<file path="src/rtl/reaction_timer.sv">
`default_nettype none
// reaction_timer: runs one reaction-time trial (random foreperiod, go LED, ms count)
// and reports OK / EARLY / TIMEOUT with the measured milliseconds.
module reaction_timer #(
  parameter int          CLK_FREQUENCY = 100_000_000,
  parameter int          MIN_DELAY_MS  = 1000,
  parameter int          MAX_WAIT_MS   = 9999,
  parameter logic [15:0] SEED          = 16'hACE1
) (
  input  logic                               clk,
  input  logic                               rst,
  input  logic                               btn_start,
  input  logic                               btn_react,
  output logic                               led_go,
  output logic                               busy,
  output logic                               result_valid,
  output logic [1:0]                         result_code,
  output logic [$clog2(MAX_WAIT_MS+1)-1:0]   result_ms
);
  localparam int P  = CLK_FREQUENCY / 1000;
  localparam int PW = $clog2(P);
  localparam int RB = $clog2(MAX_WAIT_MS + 1);
  localparam int DW = $clog2(MIN_DELAY_MS + 1024);

  localparam logic [1:0] C_CODE_OK      = 2'd0;
  localparam logic [1:0] C_CODE_EARLY   = 2'd1;
  localparam logic [1:0] C_CODE_TIMEOUT = 2'd2;

  typedef enum logic [1:0] {
    S_IDLE = 2'd0,
    S_WAIT = 2'd1,
    S_GO   = 2'd2
  } state_t;

  state_t        state_q;
  logic [15:0]   lfsr_q, lfsr_d;
  logic [PW-1:0] presc_q, presc_d;
  logic [DW-1:0] delay_q;
  logic [RB-1:0] elapsed_q;
  logic          start_q, react_q;
  logic          led_go_q, busy_q, valid_q;
  logic [1:0]    code_q;
  logic [RB-1:0] ms_q;
  logic          rise_start, rise_react, tick;

  always_comb begin
    rise_start = btn_start & ~start_q;
    rise_react = btn_react & ~react_q;
    tick       = (presc_q == PW'(P - 1));
    lfsr_d     = {lfsr_q[14:0], lfsr_q[15] ^ lfsr_q[13] ^ lfsr_q[12] ^ lfsr_q[10]};
    presc_d    = tick ? '0 : presc_q + PW'(1);
  end

  always_ff @(posedge clk) begin
    // Button history tracks the inputs even in reset so a held button gives no edge.
    start_q <= btn_start;
    react_q <= btn_react;
    if (rst) begin
      state_q   <= S_IDLE;
      lfsr_q    <= SEED;
      presc_q   <= '0;
      delay_q   <= '0;
      elapsed_q <= '0;
      led_go_q  <= 1'b0;
      busy_q    <= 1'b0;
      valid_q   <= 1'b0;
      code_q    <= C_CODE_OK;
      ms_q      <= '0;
    end else begin
      lfsr_q  <= lfsr_d;
      valid_q <= 1'b0;
      presc_q <= presc_d;
      case (state_q)
        S_IDLE: begin
          presc_q <= '0;
          if (rise_start) begin
            state_q <= S_WAIT;
            busy_q  <= 1'b1;
            delay_q <= DW'(MIN_DELAY_MS) + DW'(lfsr_q[9:0]);
          end
        end
        S_WAIT: begin
          if (tick) delay_q <= delay_q - DW'(1);
          if (rise_react) begin
            state_q <= S_IDLE;
            presc_q <= '0;
            busy_q  <= 1'b0;
            valid_q <= 1'b1;
            code_q  <= C_CODE_EARLY;
            ms_q    <= '0;
          end else if (tick && delay_q <= DW'(1)) begin
            state_q   <= S_GO;
            presc_q   <= '0;
            elapsed_q <= '0;
            led_go_q  <= 1'b1;
          end
        end
        S_GO: begin
          if (tick) elapsed_q <= elapsed_q + RB'(1);
          // React is reported with the count from before any same-cycle tick.
          if (rise_react) begin
            state_q  <= S_IDLE;
            presc_q  <= '0;
            busy_q   <= 1'b0;
            led_go_q <= 1'b0;
            valid_q  <= 1'b1;
            code_q   <= C_CODE_OK;
            ms_q     <= elapsed_q;
          end else if (tick && elapsed_q == RB'(MAX_WAIT_MS - 1)) begin
            state_q  <= S_IDLE;
            presc_q  <= '0;
            busy_q   <= 1'b0;
            led_go_q <= 1'b0;
            valid_q  <= 1'b1;
            code_q   <= C_CODE_TIMEOUT;
            ms_q     <= RB'(MAX_WAIT_MS);
          end
        end
        default: state_q <= S_IDLE;
      endcase
    end
  end

  assign led_go       = led_go_q;
  assign busy         = busy_q;
  assign result_valid = valid_q;
  assign result_code  = code_q;
  assign result_ms    = ms_q;
endmodule
`default_nettype wire

</file>
<file path="config.mk">
export PLATFORM = sky130hd
export DESIGN_NAME = reaction_timer
export DESIGN_NICKNAME = d
export VERILOG_FILES = /design/src/rtl/reaction_timer.sv
export SDC_FILE = /design/constraint.sdc
export NUM_CORES = 1
export LEC_CHECK = 0
export CAP_MARGIN = 0
export CORE_MARGIN = 1
export CORE_UTILIZATION = 59
export CTS_CLUSTER_DIAMETER = 40
export DETAILED_ROUTE_END_ITERATION = 8
export PLACE_DENSITY = 0.88
export SYNTH_ARGS = -nofsm -noshare
export SYNTH_HDL_FRONTEND = slang
export SYNTH_SLANG_ARGS = --single-unit
</file>
<file path="constraint.sdc">
create_clock -name clk -period 3.15 [get_ports clk]
set_input_delay 0.315 -clock clk [delete_from_list [all_inputs] [get_ports clk]]
set_output_delay 0.315 -clock clk [all_outputs]
set_load 0.05 [all_outputs]
</file>
==> results.py <==
metrics = {
    "final_layout": {
        "fin_nets": 456,
        "insertedDiodeCount": 0,
        "areaGrowthSynthToFinish_pct": 12.9,
        "drive_gt1_share_pct": 7.83,
    },
    "drt": {
        "drtPass1Iterations": 6,
        "via_per_inst": 6.30,
        "wire_per_inst_um": 16.4,
        "drtIter0Drc": 345,
        "vias": 3286,
        "postRouteAntennaNets": 0,
        "wirelength_mm": 8.54,
        "post-route-drc-count": 0,
    },
    "synthesis": {
        "avgSynthCellArea_um2": 8.88,
        "syn-cell-area_um2": 3750,
        "postSynthCellCount": 422,
        "synth_top_area_cell": "dfxtp_1",
        "ys_warn_count": 0,
        "synth-edff-count": 0,
        "seq_area_frac_synth_pct": 43.3,
        "ys_ff_latch": 81,
        "ys_types": 55,
        "synth-main-ff-cell": "dfxtp_1",
        "synth_fp_nets": 436,
        "ys_async_sr_fraction_pct": 0,
        "synth_top_area_share_pct": 43.3,
        "yosys-top-cells-area": "dfxtp_1, a21oi_1, nor2_1, ha_1, xor2_1",
    },
    "critical_path": {
        "r2r-start": "presc_q[0]$_SDFF_PP0_",
        "reg2regPathDepth": 6,
        "path_max_fanout": 14,
        "worst_ep_arrival_time_ps": 2890,
        "crit_path_start": "presc_q[0]$_SDFF_PP0_",
        "start_kind": "flip-flop",
        "crit_end": "result_ms[11]$_SDFFE_PP0P_",
        "crit-reg2reg-capture": "result_ms[11]$_SDFFE_PP0P_",
        "endpoint_kind": "flip-flop",
        "critical_path_class": "flip-flop to flip-flop",
        "r2r_slack_ps": 520,
        "critPathRequiredTime_ps": 3410,
    },
    "cts": {
        "cts_inserted_buffers": 9,
        "cts_sinks": 81,
        "cts-hold-fix-buffers": 0,
        "cts_root_buf": "clkbuf_8",
        "cts_resized": 0,
        "tritoncts": "done",
        "htreeDepth": 3,
        "clockBufferDepth": 2,
        "clk_latency_ps": 360,
        "cts_setup_buffers": 0,
        "clk_pin_slew_worst_paths_ps": 80,
    },
    "power_and_ir_drop": {
        "leakage_nw": 1.43,
        "power_density_nw_per_um2": 598,
        "p_total_mw": 2.53,
        "peakVddDrop_v": 0.000406,
    },
    "placement": {
        "io_buffers": 22,
        "dpl.hpwl_mm": 5.66,
        "gp_congestion": 0.897,
    },
    "timing": {
        "clock_skew_ps": 7.27,
        "tightest_slew_ps": 803,
        "finalSetupViolations": 0,
        "slew_violations": 0,
        "finalSetupTns_ps": 0,
        "maxSlewHeadroom_pct": 46.0,
        "rsz0062_at_grt": "false",
        "finalCritPeriodShare_pct": 83.4,
        "period_minus_slack_ps": 2630,
        "fmax_ghz": 0.381,
        "finalHoldViolCount": 0,
    },
    "floorplan": {
        "die_w_um": 81.7,
        "die_h_um": 81.7,
        "die-area_um2": 6670,
        "row_count": 28,
        "io_pins": 23,
        "start_util_pct": 62.2,
        "core_area_um2": 6030,
    },
    "grt": {
        "grt_start_max_net_pins": 42,
        "grtUsageTotal_pct": 27.5,
        "grt_antenna_before_repair": 0,
        "grt_pass1_wl_mm": 14.0,
        "grt-ovfl-total": 0,
        "first_global_vias": 3021,
    },
    "hold_path": {
        "min_path_type": "flip-flop to flip-flop",
    },
    "flow_run": {
        "drv_cap": 0,
    },
    "run_status": {
        "outcome": "finished clean",
    },
}
## power breakdown
group	total [mW]	leakage, nW	internal [mW]	switching [mW]
Clock	0.755	0.0953	0.385	0.370
Combinational	0.626	0.673	0.211	0.415
Sequential	1.15	0.660	1.09	0.0617
Total	2.53	1.43	1.68	0.847
## worst max-delay path, stage by stage (launching register included)
cell and delay (ps):
dfxtp_1 390, ha_1 220, nand4_1 270, or4_1 800, o31ai_4 340, a21oi_2 220, a22o_1 280
## cell type report
cell class                 count  area (um^2)
sequential                    81         1620
multi-input combinational    305         1980
fill                         445         1800
inverter                      16         60.1
clock buffer                  11          141
timing repair buffer          29          273
tap                           75         93.8
clock inverter                 5         55.1
## cell usage in the layout, fill, tap and decap left out, types with 5 or more instances in the layout
cell             instances
xor2_1                  12
or3_1                   13
dfxtp_1                 81
a21oi_1                 29
ha_1                    10
a22o_1                   6
clkdlybuf4s50_1         22
nand2_1                 22
xnor2_1                 11
clkbuf_8                10
nand3_1                 13
nor4_1                   5
o21ai_0                 20
a22oi_1                 10
and3_1                   6
nor3_1                  10
nor2_1                  38
nand4_1                 11
buf_4                    7
inv_1                   16
o31ai_1                  8
nor2b_1                 11
or2_2                    8
or4_1                    6
o2bb2ai_1                8
## logic make-up after synthesis
| family | count (synthesis) | share of synthesized area, % |
|---|---|---|
| AND/OR/NAND/NOR | 155 | 21.9 |
| AO/OA/AOI/OAI | 115 | 21.6 |
| flip-flops | 81 | 43.3 |
| buffers and inverters | 36 | 3.94 |
| XOR/XNOR | 23 | 5.38 |
| adder cells (fa/ha/maj) | 10 | 3.34 |
| multiplexers | 2 | 0.534 |
## through the flow
stage | instances | worst slack, ps | util [%] | area, um^2 | hold slack [ps]
after global placement | 506 | 668 | 66.9 | 4030 | 396
final | 522 | 524 | 70.2 | 4230 | 440
after floorplan | 422 | 833 | - | 3750 | 343
after CTS | 522 | 516 | 70.2 | 4230 | 448
after global routing | 522 | 353 | 70.2 | 4230 | 436
after detailed placement | 506 | 547 | 66.9 | 4030 | 423
## sequential cells by signal, indices dropped and copies added, names as in the netlist
name          flops
lfsr_q           16
presc_q          17
result_code       2
result_ms        14
delay_q          11
result_valid      1
busy              1
start_q           1
state_q           2
react_q           1
led_go            1
elapsed_q        14
## how the worst min path moves through the flow
stage	end	cells after the start	start	slack, ps
after floorplan	react_q$_DFF_P_	0	btn_react	340
after global placement	lfsr_q[15]$_SDFF_PP1_	1	lfsr_q[14]$_SDFF_PP0_	400
after detailed placement	lfsr_q[15]$_SDFF_PP1_	1	lfsr_q[14]$_SDFF_PP0_	420
after CTS	start_q$_DFF_P_	1	btn_start	450
after global routing	start_q$_DFF_P_	1	btn_start	440
final	lfsr_q[15]$_SDFF_PP1_	1	lfsr_q[14]$_SDFF_PP0_	440
## per-layer routing
| layer | track usage (%) | vias up | part of all wire (%) |
|---|---|---|---|
| li1 | - | 1592 | - |
| met1 | 36.2 | 1547 | 46 |
| met2 | 42.7 | 132 | 46 |
| met3 | 6.44 | 15 | 5.7 |
| met4 | 12.3 | 0 | 1.9 |
| met5 | 0 | - | 0 |
## cells in the mapped netlist (3+ instances only)
library cell / n
o21a_1: 3
or4_1: 6
nor4_1: 6
nor3_1: 10
dfxtp_1: 81
or2_2: 8
a22o_1: 6
nand2_1: 22
xnor2_1: 11
and3_1: 6
a211oi_1: 3
o211a_1: 3
clkbuf_1: 14
o31ai_1: 8
nand4_1: 11
o2bb2ai_1: 8
a22oi_1: 10
nand2b_1: 3
ha_1: 10
o2111ai_1: 3
nand3_1: 13
o21ai_0: 20
xor2_1: 12
inv_1: 16
or3_1: 13
o32ai_1: 3
buf_2: 4
nor2_1: 38
nor2b_1: 11
a21oi_1: 29
o311ai_0: 3
(Power assumes the default switching activity.)
